===== config.mk =====
export PLATFORM = sky130hd
export DESIGN_NAME = i2s_tx_ctrl
export DESIGN_NICKNAME = d
export VERILOG_FILES = /design/src/rtl/i2s_tx_ctrl.sv
export SDC_FILE = /design/constraint.sdc
export NUM_CORES = 1
export LEC_CHECK = 0
export BUFFER_PORTS_ARGS = -buffer_cell sky130_fd_sc_hd__clkbuf_2
export CORE_AREA = 10 10 111 113
export CTS_BUF_LIST = sky130_fd_sc_hd__clkbuf_4
export CTS_CLUSTER_DIAMETER = 60
export CTS_CLUSTER_SIZE = 20
export DETAILED_ROUTE_END_ITERATION = 10
export DIE_AREA = 0 0 121 123
export MAX_ROUTING_LAYER = met4
export PLACE_DENSITY = 0.82
export SLEW_MARGIN = 20
export SYNTH_ARGS = -nofsm -noshare
export SYNTH_HDL_FRONTEND = slang
export SYNTH_SLANG_ARGS = --single-unit
export TNS_END_PERCENT = 5

===== constraint.sdc =====
create_clock -name clk -period 2.9 [get_ports clk]
set_input_delay 0.29 -clock clk [delete_from_list [all_inputs] [get_ports clk]]
set_output_delay 0.29 -clock clk [all_outputs]
set_load 0.02 [all_outputs]

===== src/rtl/i2s_tx_ctrl.sv =====
// Master-mode I2S transmit controller: divides clk into bclk/ws, holds one stereo
// pair in a shadow buffer and serialises each frame MSB-first, one bclk after ws.
module i2s_tx_ctrl #(
  parameter int CLK_DIV = 4,
  parameter int DATA_W  = 24,
  parameter int SLOT_W  = 32
) (
  input  logic              clk,
  input  logic              rst,
  input  logic              enable,
  input  logic              s_tvalid,
  output logic              s_tready,
  input  logic [DATA_W-1:0] s_tdata_l,
  input  logic [DATA_W-1:0] s_tdata_r,
  output logic              bclk,
  output logic              ws,
  output logic              sdata,
  output logic              underflow,
  output logic              busy
);

  localparam int FRAME = 2 * SLOT_W;
  localparam int DIV_W = (CLK_DIV > 1) ? $clog2(CLK_DIV) : 1;
  localparam int B_W   = $clog2(FRAME);
  localparam logic [DIV_W-1:0] DIV_LAST = DIV_W'(CLK_DIV - 1);
  localparam logic [B_W-1:0]   B_LAST   = B_W'(FRAME - 1);

  typedef enum logic {IDLE, RUN} state_e;

  state_e              state_q, state_d;
  logic [DIV_W-1:0]    div_q, div_d;
  logic [B_W-1:0]      b_q, b_d;
  logic                bclk_q, bclk_d;
  logic                ws_q, ws_d;
  logic                sdata_q, sdata_d;
  logic                underflow_q, underflow_d;
  logic                shadowFull_q, shadowFull_d;
  logic [DATA_W-1:0]   shadowL_q, shadowL_d;
  logic [DATA_W-1:0]   shadowR_q, shadowR_d;
  logic [DATA_W-1:0]   txL_q, txL_d;
  logic [DATA_W-1:0]   txR_q, txR_d;

  logic                frameLoad;
  logic                handshake;
  logic [DATA_W-1:0]   shiftedWord;
  int                  bIdx;

  assign s_tready  = !shadowFull_q;
  assign handshake = s_tvalid && !shadowFull_q;
  assign bclk      = bclk_q;
  assign ws        = ws_q;
  assign sdata     = sdata_q;
  assign underflow = underflow_q;
  assign busy      = (state_q != IDLE);

  always_comb begin
    state_d      = state_q;
    div_d        = div_q;
    b_d          = b_q;
    bclk_d       = bclk_q;
    ws_d         = 1'b0;
    sdata_d      = 1'b0;
    underflow_d  = 1'b0;
    shadowFull_d = shadowFull_q;
    shadowL_d    = shadowL_q;
    shadowR_d    = shadowR_q;
    txL_d        = txL_q;
    txR_d        = txR_q;
    frameLoad    = 1'b0;
    shiftedWord  = '0;
    bIdx         = 0;

    case (state_q)
      IDLE: begin
        div_d  = '0;
        b_d    = '0;
        bclk_d = 1'b0;
        if (enable) begin
          state_d   = RUN;
          frameLoad = 1'b1;
        end
      end
      RUN: begin
        if (div_q == DIV_LAST) begin
          div_d  = '0;
          bclk_d = ~bclk_q;
          // The bit index only moves on bclk falling events.
          if (bclk_q) begin
            if (b_q == B_LAST) begin
              b_d = '0;
              if (enable) begin
                frameLoad = 1'b1;
              end else begin
                state_d = IDLE;
              end
            end else begin
              b_d = b_q + 1'b1;
            end
          end
        end else begin
          div_d = div_q + 1'b1;
        end
      end
      default: state_d = IDLE;
    endcase

    if (frameLoad) begin
      if (shadowFull_q) begin
        txL_d        = shadowL_q;
        txR_d        = shadowR_q;
        shadowFull_d = 1'b0;
      end else if (handshake) begin
        txL_d = s_tdata_l;
        txR_d = s_tdata_r;
      end else begin
        txL_d       = '0;
        txR_d       = '0;
        underflow_d = 1'b1;
      end
    end else if (handshake) begin
      shadowL_d    = s_tdata_l;
      shadowR_d    = s_tdata_r;
      shadowFull_d = 1'b1;
    end

    // Outputs track the index and words being applied this cycle.
    if (state_d == RUN) begin
      bIdx = int'(b_d);
      ws_d = (bIdx >= SLOT_W - 1) && (bIdx <= FRAME - 2);
      if (bIdx < DATA_W) begin
        shiftedWord = txL_d >> (DATA_W - 1 - bIdx);
        sdata_d     = shiftedWord[0];
      end else if ((bIdx >= SLOT_W) && (bIdx < SLOT_W + DATA_W)) begin
        shiftedWord = txR_d >> (DATA_W - 1 - (bIdx - SLOT_W));
        sdata_d     = shiftedWord[0];
      end
    end
  end

  always_ff @(posedge clk) begin
    if (rst) begin
      state_q      <= IDLE;
      div_q        <= '0;
      b_q          <= '0;
      bclk_q       <= 1'b0;
      ws_q         <= 1'b0;
      sdata_q      <= 1'b0;
      underflow_q  <= 1'b0;
      shadowFull_q <= 1'b0;
      shadowL_q    <= '0;
      shadowR_q    <= '0;
      txL_q        <= '0;
      txR_q        <= '0;
    end else begin
      state_q      <= state_d;
      div_q        <= div_d;
      b_q          <= b_d;
      bclk_q       <= bclk_d;
      ws_q         <= ws_d;
      sdata_q      <= sdata_d;
      underflow_q  <= underflow_d;
      shadowFull_q <= shadowFull_d;
      shadowL_q    <= shadowL_d;
      shadowR_q    <= shadowR_d;
      txL_q        <= txL_d;
      txR_q        <= txR_d;
    end
  end

endmodule

==> flow_summary_export.csv, run 1 <==
group,metric,value,unit
run_status,status,"finished, final reports clean",
synth,synthAdderAreaFrac,0.0139,
synth,synth_seq_cells,110,
synth,ys_warn_count,0,
worst_setup_path,crit_start,"div_q[0]",
worst_setup_path,r2r_slack,170,ps
synth,syn_avg_cell_area,7.80,µm²
routing,routedWlPerCell,16.1,µm
cts,hold_buffers,0,
synth,yosysSeqAreaShare,0.407,
sta,fin_crit,2730,ps
synth,synth_top_family_by_area,"simple AND/OR/NAND/NOR gates",
synth,ys.flop_type,"dfxtp_1",
sta,period_share,0.941,
power_and_ir_drop,p_sw,0.793,mW
cts,cts_buffers,9,
sta,holdWs,24.3,ps
power_and_ir_drop,comb_power_share,0.157,
grt,antenna_found_initial,0,
floorplan,die_h,123,µm
worst_setup_path,regToRegStartpoint,"div_q[0]",
place,dpl.hpwl,10.1,mm
cts,clk_latency,480,ps
worst_setup_path,ff2ff_path_depth,11,
cts,cts_tree,"yes",
synth,synth_cell_types,61,
synth,synth-edff-count,0,
floorplan,ios,58,
hold_path,min_path_type,"in -> reg",
synth,synth-async-reset-ratio,0,
cells_and_area,area_delta_synth_final,10.7,%
place,io_buffer_count,57,
cts,cts.sinks,110,
floorplan,coreArea,0.0101,mm²
power_and_ir_drop,ir_drop,0.000324,V
synth,yosys-mux-area-fraction,0.0564,
sta,hold_violations,0,
grt,grt_pass1_wl,23.0,mm
floorplan,die_w,121,µm
cells_and_area,n_antenna_cell,0,
cts,clockRootBuffer,"clkbuf_4",
cells_and_area,mostFrequentLayoutCells,"161 x nand2_1, 107 x dfxtp_1, 56 x clkbuf_2, 55 x a21oi_1, 55 x nor2_1",
power_and_ir_drop,power.leakage,2.35,nW
routing,vias,5035,
sta,rsz0062_at_grt,"no",
routing,first_pass_iters,5,
grt,grt_pass1_vias,4702,
synth,syn_area,0.00541,mm²
floorplan,initial_core_util,0.534,
synth,synthSimpleGateAreaFrac,0.245,
cts,clk_transition_reported_paths,150,ps
worst_setup_path,timing.rr.end,"sdata",
synth,syn_inst,694,
floorplan,rows,37,
worst_setup_path,worstSetupPathType,"reg -> reg",
routing,drc,0,
grt,grtUsageTotal,0.193,
synth,synth-compound-area-share,0.217,
synth,synthesis.nets,752,
worst_setup_path,crit_path_end,"sdata",
sta,maxSlewViolCount,0,
routing,drt_iter0_markers,391,
cells_and_area,mostFrequentLayoutCell,"nand2_1",
sta,fmax,366,MHz
sta,tightest_slew,615,ps
synth,synth_xor_area_frac,0.00324,
grt,grt_max_degree,49,
routing,drtAntennaViolNets,0,
floorplan,die_area,0.0149,mm²
worst_setup_path,start_kind,"register",
cells_and_area,num-nets-final,790,
power_and_ir_drop,p_per_area,459,mW/mm²
cts,cts_htree_levels,3,
place,place_congestion,1.03,
cells_and_area,final_core_util,0.591,
power_and_ir_drop,pwr-share-clk,0.245,
routing,routed_wl,14.0,mm
power_and_ir_drop,swShare,0.288,
worst_setup_path,arrival,3130,ps
cells_and_area,drive_above_1_share,0.170,
sta,fin_tns_setup,0,ps
sta,skew,16.1,ps
flow_run,cap_violations,0,
worst_setup_path,required,3300,ps
routing,vias_per_cell,5.77,
cts,cts_buffer_depth,2,
power_and_ir_drop,power_frac_seq,0.598,
worst_setup_path,path_max_fanout,5,
power_and_ir_drop,p_int,1.96,mW
sta,slew_headroom,0.590,
grt,grt.overflow.total,0,
worst_setup_path,end_kind,"register",
sta,setup_violations,0,
[synth_stat cells, drive strengths merged (3+ instances only)]
cell type,number,area (µm²)
nand2,161,604
dfxtp,110,2200
a21oi,56,280
nor2,55,206
a211oi,36,275
o21ai,32,168
buf,31,169
clkbuf,30,113
nor3,26,130
and3,24,150
mux2i,21,223
o211ai,13,97.6
inv,9,33.8
a31oi,8,50.1
and2,8,50.1
nand3,8,40.0
ha,6,75.1
mux2,5,60.1
a2111oi,4,42.5
a211o,3,26.3
a311oi,3,26.3
nor2b,3,18.8
nor4,3,18.8
[per-stage QoR]
stage	power, mW	instance area (µm²)	worst slack [ps]	std cells
6_report	2.75	5990	170	873
5_1_grt	2.89	5990	10.3	873
4_1_cts	2.76	5950	118	869
3_5_place_dp	2.10	5840	152	853
3_3_place_gp	2.08	5840	205	853
2_1_floorplan	1.96	5410	132	694
[what timing repair did]
action,in CTS,in global routing
setup endpoints to repair,0,1
buffers inserted,0,4
gates resized for setup,0,6
hold endpoints to repair,0,0
[critical path, cell delays in order (launching register included)]
cell and delay, ps:
dfxtp_1 350, ha_1 230, and2_1 180, buf_4 140, a311oi_1 270, buf_4 190, inv_1 80, ha_1 310
or2_2 310, a2111oi_2 350, a22oi_1 120, o32ai_1 130
[flip-flops by register name, summed over array words and instances, names as in the netlist, 2 cells and up]
signal     count
div_q          2
txL_q         24
b_q            6
shadowL_q     24
shadowR_q     24
txR_q         24
[logic make-up after synthesis]
logic type                 count (synthesis)
and+or+nand+nor                          301
muxes                                     27
buffers and inverters                     70
AOI/OAI and AO/OA                        178
DFF                                      110
adders and majority gates                  6
xor gates and xnor gates                   2
[area by class of cell]
class / instances / area, µm²
Clock buffer: 11 / 82.6
Sequential cell: 110 / 2210
Fill cell: 924 / 4140
Tap cell: 136 / 170
Multi-Input combinational cell: 514 / 2910
Inverter: 9 / 33.8
Clock inverter: 5 / 26.3
Timing Repair Buffer: 88 / 562
[power by group through the flow]
stage | logic, mW | clock network [mW] | registers, mW
4_1_cts | 0.426 | 0.688 | 1.65
6_report | 0.432 | 0.674 | 1.65
3_3_place_gp | 0.410 | 0 | 1.67
2_1_floorplan | 0.300 | 0 | 1.66
3_5_place_dp | 0.424 | 0 | 1.68
5_1_grt | 0.482 | 0.748 | 1.66
[per-layer routing]
metal	routed length [µm]	global-route usage	part of all wire	vias up
li1	-	-	-	2514
met1	6390	0.246	0.46	2386
met2	6870	0.304	0.49	115
met3	556	0.0301	0.040	20
met4	220	0.0701	0.016	0
met5	0	-	0	-
[how the worst min path moves through the flow]
stage                             start       endpoint  slack [ps]  cells after the start
final                     s_tdata_l[22]  shadowL_q[22]          20                      3
after global routing       s_tdata_r[3]   shadowR_q[3]           8                      3
after detailed placement       div_q[0]       div_q[0]         430                      1
after floorplan                div_q[0]       div_q[0]         410                      1
after CTS                 s_tdata_r[20]  shadowR_q[20]           3                      3
after global placement         div_q[0]       div_q[0]         410                      1
No activity file was read; power rests on OpenSTA's default activity.
==> inputs of run 2 (changes only) <==
==> config.mk (replaced) <==
export PLATFORM = sky130hd
export DESIGN_NAME = i2s_tx_ctrl
export DESIGN_NICKNAME = d
export VERILOG_FILES = /design/src/rtl/i2s_tx_ctrl.sv
export SDC_FILE = /design/constraint.sdc
export NUM_CORES = 1
export LEC_CHECK = 0
export ABC_AREA = 1
export BUFFER_PORTS_ARGS = -buffer_cell sky130_fd_sc_hd__clkbuf_2
export CORE_AREA = 10 10 113 115
export CTS_CLUSTER_DIAMETER = 60
export CTS_CLUSTER_SIZE = 20
export DETAILED_ROUTE_END_ITERATION = 10
export DIE_AREA = 0 0 123 125
export MAX_ROUTING_LAYER = met4
export PLACE_DENSITY = 0.79
export SLEW_MARGIN = 20
export SYNTH_ARGS = -nofsm -noshare
export SYNTH_HDL_FRONTEND = slang
export SYNTH_SLANG_ARGS = --single-unit
export TNS_END_PERCENT = 5
==> run 2 against run 1 <==
  * Critical path depth rose by 7
  * Synthesized cell count rose by 18%
  * Flip-flop and latch count did not move
  * Hold slack improved by 110 ps
  * Power rose by 14%
  * Area after synthesis rose by 0.37%
  * Highest routed layer unchanged
  * Clock skew rose by 4.8 ps
  * Critical path type unchanged
==> flow_summary_export.csv, run 2 <==
group,metric,value,unit
cts,clk_transition_reported_paths,110,ps
grt,antenna_found_initial,0,
floorplan,coreArea,0.0106,mm²
cts,postCtsSetupRepairBufs,0,
sta,period_share,0.898,
cells_and_area,ff_latch_area,0.00220,mm²
grt,grt_max_degree,69,
worst_setup_path,regToRegStartpoint,"div_q[0]",
synth,synthesis.nets,877,
worst_setup_path,worstSetupPathType,"reg -> reg",
synth,syn_avg_cell_area,6.63,µm²
power_and_ir_drop,ir_drop,0.000399,V
synth,synth_most_common_cell,"nand2_1",
worst_setup_path,end_kind,"register",
cells_and_area,area_delta_synth_final,10.1,%
routing,drc,0,
sta,fmax,384,MHz
grt,grt_pass1_wl,22.2,mm
cells_and_area,mostFrequentLayoutCell,"nand2_1",
sta,maxSlewViolCount,0,
worst_setup_path,path_max_fanout,7,
routing,drtAntennaViolNets,0,
place,post-place-ws,348,ps
cts,clk_latency,380,ps
synth,synth-edff-count,0,
synth,syn_area,0.00543,mm²
sta,fin_tns_setup,0,ps
routing,routed_wl,13.1,mm
cts,cts.sinks,110,
worst_setup_path,timing.rr.end,"sdata",
grt,grt_pass1_vias,4741,
place,io_buffer_count,57,
sta,slew_headroom,0.544,
cts,cts_buffer_depth,2,
power_and_ir_drop,p_per_area,524,mW/mm²
cts,cts_buffers,9,
cells_and_area,final_core_util,0.564,
sta,hold_violations,0,
synth,yosys-top-cells-count,"199 x nand2_1, 140 x nor2_1, 110 x dfxtp_1",
cells_and_area,drive_above_1_share,0.113,
sta,skew,20.8,ps
floorplan,die_w,123,µm
hold_path,min_path_type,"in -> reg",
cells_and_area,final_design_area_no_fill,0.00598,mm²
synth,yosys-top-cells-area,"dfxtp_1 41%, nand2_1 14%, nor2_1 9.7%, nand3_1 6.1%, o21ai_0 5.7%",
floorplan,die_area,0.0154,mm²
run_status,status,"finished, final reports clean",
synth,syn_inst,819,
cts,clockRootBuffer,"clkbuf_8",
floorplan,initial_core_util,0.513,
sta,setup_ws,295,ps
sta,fin_crit,2600,ps
worst_setup_path,r2r_slack,300,ps
worst_setup_path,start_kind,"register",
cts,hold_buffers,0,
worst_setup_path,crit_path_end,"sdata",
cells_and_area,multi_input_area,0.00267,mm²
synth,synth-async-reset-ratio,0,
cts,post_cts_resize_count,0,
grt,grt.overflow.total,0,
routing,routedWlPerCell,13.2,µm
routing,drt_iter0_markers,294,
cts,cts_tree,"yes",
synth,synth_top_area_cell,"dfxtp_1",
power_and_ir_drop,power.total,3.13,mW
cells_and_area,num-nets-final,906,
cts,cts_htree_levels,3,
synth,synth_cell_types,30,
worst_setup_path,required,3200,ps
synth,ys.flop_type,"dfxtp_1",
worst_setup_path,crit_start,"div_q[0]",
place,placed_cell_area,0.00579,mm²
sta,setup_violations,0,
cells_and_area,mostFrequentLayoutCells,"199 x nand2_1, 140 x nor2_1, 110 x dfxtp_1, 79 x inv_1, 66 x nand3_1",
place,place_congestion,0.900,
grt,grtUsageTotal,0.176,
synth,yosysSeqAreaShare,0.405,
power_and_ir_drop,power.leakage,2.87,nW
cells_and_area,fillers,1000,
routing,first_pass_iters,5,
routing,vias,5065,
cells_and_area,n_antenna_cell,0,
sta,tightest_slew,684,ps
place,dpl.hpwl,8.97,mm
routing,vias_per_cell,5.10,
floorplan,ios,58,
sta,rsz0062_at_grt,"no",
synth,ys_warn_count,0,
synth,synth_seq_cells,110,
floorplan,rows,38,
flow_run,cap_violations,0,
synth,synth_top_area_share,0.405,
floorplan,die_h,125,µm
worst_setup_path,ff2ff_path_depth,18,
worst_setup_path,arrival,2900,ps
[run 2: cell count changes in the layout (fill, tap and decap cells not counted), sizes merged, moves of 21 or more]
cell,previous run,this run
o21ai,32,68
mux2i,21,0
inv,9,82
nand2,161,203
nor2,55,141
a21oi,56,23
and3,24,0
nand4,2,31
nand3,8,68
a211oi,36,8
[run 2: cells by family after synthesis]
family,after synthesis,synth area share
DFF,110,0.405
adders and majority gates,6,0.0138
buffers and inverters,134,0.103
and+or+nand+nor,450,0.349
xor gates and xnor gates,2,0.00322
AOI/OAI and AO/OA,117,0.125
[run 2: critical path: stages (launching register included)]
cell and delay (ps):
dfxtp_1 350, ha_1 180, nand2_1 160, nor2_1 160
inv_1 70, nor2_1 80, nor2_1 50, nand2_1 110
inv_1 80, ha_1 200, ha_1 290, inv_1 40
nor2_1 90, nand2_1 60, nor2_1 200, nand3_1 130
nand3_1 100, nand3_1 80, a21oi_1 110
[run 2: how the worst min path moves through the flow]
stage | start | endpoint | slack, ps | depth (start not counted)
6_report | s_tdata_r[3] | shadowR_q[3] | 140 | 3
5_1_grt | s_tdata_r[8] | shadowR_q[8] | 140 | 3
4_1_cts | s_tdata_r[3] | shadowR_q[3] | 130 | 3
3_5_place_dp | div_q[0] | div_q[0] | 430 | 1
3_3_place_gp | div_q[0] | div_q[0] | 420 | 1
2_1_floorplan | div_q[0] | div_q[0] | 410 | 1
[run 2: power by group]
part | switching, mW | total (mW) | leakage (nW) | internal (mW)
clock network | 0.542 | 0.949 | 0.0973 | 0.407
registers | 0.0435 | 1.66 | 0.903 | 1.62
logic | 0.336 | 0.523 | 1.87 | 0.187
total | 0.921 | 3.13 | 2.87 | 2.21
[run 2: area by class of cell]
type	count	share of cell area
clock buffers	10	0.0213
clock inverters	6	0.0115
repair buffers	72	0.0728
well taps	140	0.0293
multi-input cells	575	0.447
inverters	80	0.0502
flip-flops and latches	110	0.368
[run 2: per-stage QoR]
stage / cells / hold WS [ps]
floorplan: 819 / 408
global placement: 977 / 419
detailed placement: 977 / 431
CTS: 993 / 129
global route: 993 / 143
finish: 993 / 137
[run 2: routing by layer]
metal / share of wire / vias to the layer above / global-route usage
met4: 0.021 / 0 / 0.0562
met1: 0.46 / 2235 / 0.228
met2: 0.48 / 123 / 0.275
li1: - / 2683 / -
met3: 0.038 / 24 / 0.0266
met5: 0 / - / -
==> inputs of run 3 (changes only) <==
--- a/config.mk
+++ b/config.mk
@@ -7,13 +7,13 @@
 export LEC_CHECK = 0
 export ABC_AREA = 1
 export BUFFER_PORTS_ARGS = -buffer_cell sky130_fd_sc_hd__clkbuf_2
-export CORE_AREA = 10 10 113 115
+export CORE_AREA = 10 10 146 148
 export CTS_CLUSTER_DIAMETER = 60
 export CTS_CLUSTER_SIZE = 20
 export DETAILED_ROUTE_END_ITERATION = 10
-export DIE_AREA = 0 0 123 125
+export DIE_AREA = 0 0 156 158
 export MAX_ROUTING_LAYER = met4
-export PLACE_DENSITY = 0.79
+export PLACE_DENSITY = 0.51
 export SLEW_MARGIN = 20
 export SYNTH_ARGS = -nofsm -noshare
 export SYNTH_HDL_FRONTEND = slang
==> constraint.sdc (replaced) <==
create_clock -name clk -period 2.5 [get_ports clk]
set_input_delay 0.25 -clock clk [delete_from_list [all_inputs] [get_ports clk]]
set_output_delay 0.25 -clock clk [all_outputs]
set_load 0.02 [all_outputs]
==> run 3 against run 2 <==
  * Critical path depth unchanged
  * Maximum frequency up 12%
  * First-iteration DRC count down 6.5%
  * Utilization down 21 points
  * Flip-flop and latch count unchanged
  * Register-to-register slack worse by 130 ps
==> flow_summary_export.csv, run 3 (synthesized netlist as in run 2, its figures left out) <==
group,metric,value,unit
worst_setup_path,worstSetupPathType,"reg -> reg",
flow_run,cap_violations,0,
sta,fin_crit,2330,ps
floorplan,rows,50,
worst_setup_path,path_max_fanout,4,
floorplan,ios,58,
place,dpl.cell_count,1087,
floorplan,die_h,158,µm
routing,routed_wl,15.8,mm
power_and_ir_drop,p_int,3.22,mW
grt,grt.overflow.total,0,
sta,maxSlewViolCount,0,
grt,grt_pass1_wl,26.2,mm
worst_setup_path,end_kind,"register",
power_and_ir_drop,ir_drop,0.000323,V
power_and_ir_drop,comb_power_share,0.149,
power_and_ir_drop,power.leakage,3.05,nW
worst_setup_path,arrival,2620,ps
grt,antenna_found_initial,0,
grt,grt_max_degree,66,
cells_and_area,n_antenna_cell,0,
worst_setup_path,required,2790,ps
cts,cts_htree_levels,3,
routing,routedWlPerCell,14.3,µm
cells_and_area,mostFrequentLayoutCells,"195 x nand2_1, 138 x nor2_1, 107 x dfxtp_1, 77 x inv_1, 66 x nand3_1",
floorplan,initial_core_util,0.294,
power_and_ir_drop,p_sw,1.14,mW
hold_path,hold_path_depth,3,
worst_setup_path,start_kind,"register",
power_and_ir_drop,power.total,4.36,mW
hold_path,min_path_type,"in -> reg",
cells_and_area,final_design_area_no_fill,0.00649,mm²
power_and_ir_drop,p_per_area,671,mW/mm²
routing,drtAntennaViolNets,0,
cells_and_area,mostFrequentLayoutCell,"nand2_1",
place,placed_cell_area,0.00604,mm²
sta,hold_violations,0,
cells_and_area,num-nets-final,924,
cts,cts_tree,"yes",
sta,skew,6.50,ps
routing,first_pass_iters,5,
worst_setup_path,crit_family,"simple AND/OR/NAND/NOR gates",
worst_setup_path,timing.rr.end,"sdata",
worst_setup_path,cp_slowest_cell,"dfxtp_2",
place,dpl.hpwl,11.0,mm
sta,tightest_slew,725,ps
floorplan,die_w,156,µm
sta,setup_violations,0,
grt,grtUsageTotal,0.134,
routing,vias,5193,
sta,slew_headroom,0.517,
cells_and_area,fillers,2003,
worst_setup_path,ff2ff_path_depth,18,
routing,drc,0,
worst_setup_path,path_cells,"ha_2 > nand2_4 > nor2_1 > nand2_1 > nand2_4 > nand2_2 > nand2_2 > inv_2 > ha_2 > ha_4 > inv_1 > nor2_1 > nand2_1 > nor2_2 > nand3_1 > nand3_1 > nand3_1 > a21oi_2",
cts,cts_buffers,9,
cells_and_area,drive_above_1_share,0.152,
worst_setup_path,slowest_delay,340,ps
power_and_ir_drop,power_frac_seq,0.442,
hold_path,hp-start,"s_tdata_r[9]",
sta,period_share,0.933,
cts,clockRootBuffer,"clkbuf_16",
worst_setup_path,regToRegStartpoint,"b_q[0]",
cts,cts.sinks,110,
cts,cts_buffer_depth,2,
cells_and_area,final_cell_count_no_fill,1105,
floorplan,coreArea,0.0185,mm²
run_status,status,"finished, final reports clean",
power_and_ir_drop,pwr-share-clk,0.409,
worst_setup_path,r2r_slack,170,ps
place,io_buffer_count,57,
worst_setup_path,critPathMostFrequentCell,"nand3_1",
place,place_congestion,0.855,
grt,grt_pass1_vias,5023,
hold_path,holdPathEnd,"shadowR_q[9]",
cts,clk_transition_reported_paths,70,ps
worst_setup_path,cp_num_buf_inv,2,
routing,drt_iter0_markers,275,
power_and_ir_drop,swShare,0.262,
cells_and_area,area_delta_synth_final,19.5,%
cts,clk_latency,360,ps
floorplan,die_area,0.0246,mm²
sta,fmax,429,MHz
routing,vias_per_cell,4.70,
run 3: changes by cell type in the layout (fill, tap and decap cells not counted), moves of 4 or more:
cell / change
o21ai_0: -4
ha_1: -4
nand2_1: -4
buf_4: +16
clkbuf_8: -8
clkbuf_16: +9
run 3: per-stage QoR:
| step | hold WS (ps) | setup TNS [ps] | setup WS (ps) | util |
|---|---|---|---|---|
| final | 137 | 0 | 168 | 0.352 |
| after global routing | 150 | -50.5 | -50.5 | 0.352 |
| after CTS | 125 | 0 | 66.1 | 0.347 |
| after detailed placement | 429 | 0 | 85.7 | 0.327 |
| after global placement | 424 | 0 | 146 | 0.327 |
| after floorplan | 403 | 0 | 219 | - |
run 3: per-layer routing:
layer / vias up / track usage / wire length (µm)
met1: 2391 / 0.177 / 8100
li1: 2722 / - / -
met4: 0 / 0.0522 / 286
met3: 17 / 0.0157 / 256
met5: - / - / 0
met2: 63 / 0.205 / 7170
run 3: tightest hold or removal path, cell delays in order:
cell and delay [ps]:
clkbuf_2 80, inv_1 60, a211oi_1 60
run 3: worst max path at each step:
stage                start     to  cells past startpoint
floorplan           b_q[0]  sdata                     18
global placement    b_q[0]  sdata                     18
detailed placement  b_q[1]  sdata                     18
CTS                 b_q[1]  sdata                     18
global route        b_q[0]  sdata                     18
finish              b_q[0]  sdata                     18
run 3: timing repair:
action                     4_1_cts  5_1_grt
setup endpoints to repair        0        1
setup buffers                    0        2
gates resized for setup          0       25
hold buffers                     0        0
run 3: power groups by stage:
stage	Sequential (mW)	Combinational, mW	Clock [mW]
floorplan	1.96	0.446	0
global placement	1.96	0.652	0
detailed placement	1.97	0.651	0
CTS	1.92	0.653	1.84
global route	1.94	0.746	1.90
finish	1.93	0.651	1.78
run 3: layout make-up:
cell class | instances | area (µm²) | share of cell area
clock buffers | 11 | 243 | 0.0374
multi-input cells | 575 | 2740 | 0.421
well taps | 234 | 293 | 0.0451
flip-flops and latches | 110 | 2210 | 0.340
repair buffers | 90 | 587 | 0.0904
clock inverters | 5 | 129 | 0.0198
inverters | 80 | 300 | 0.0463
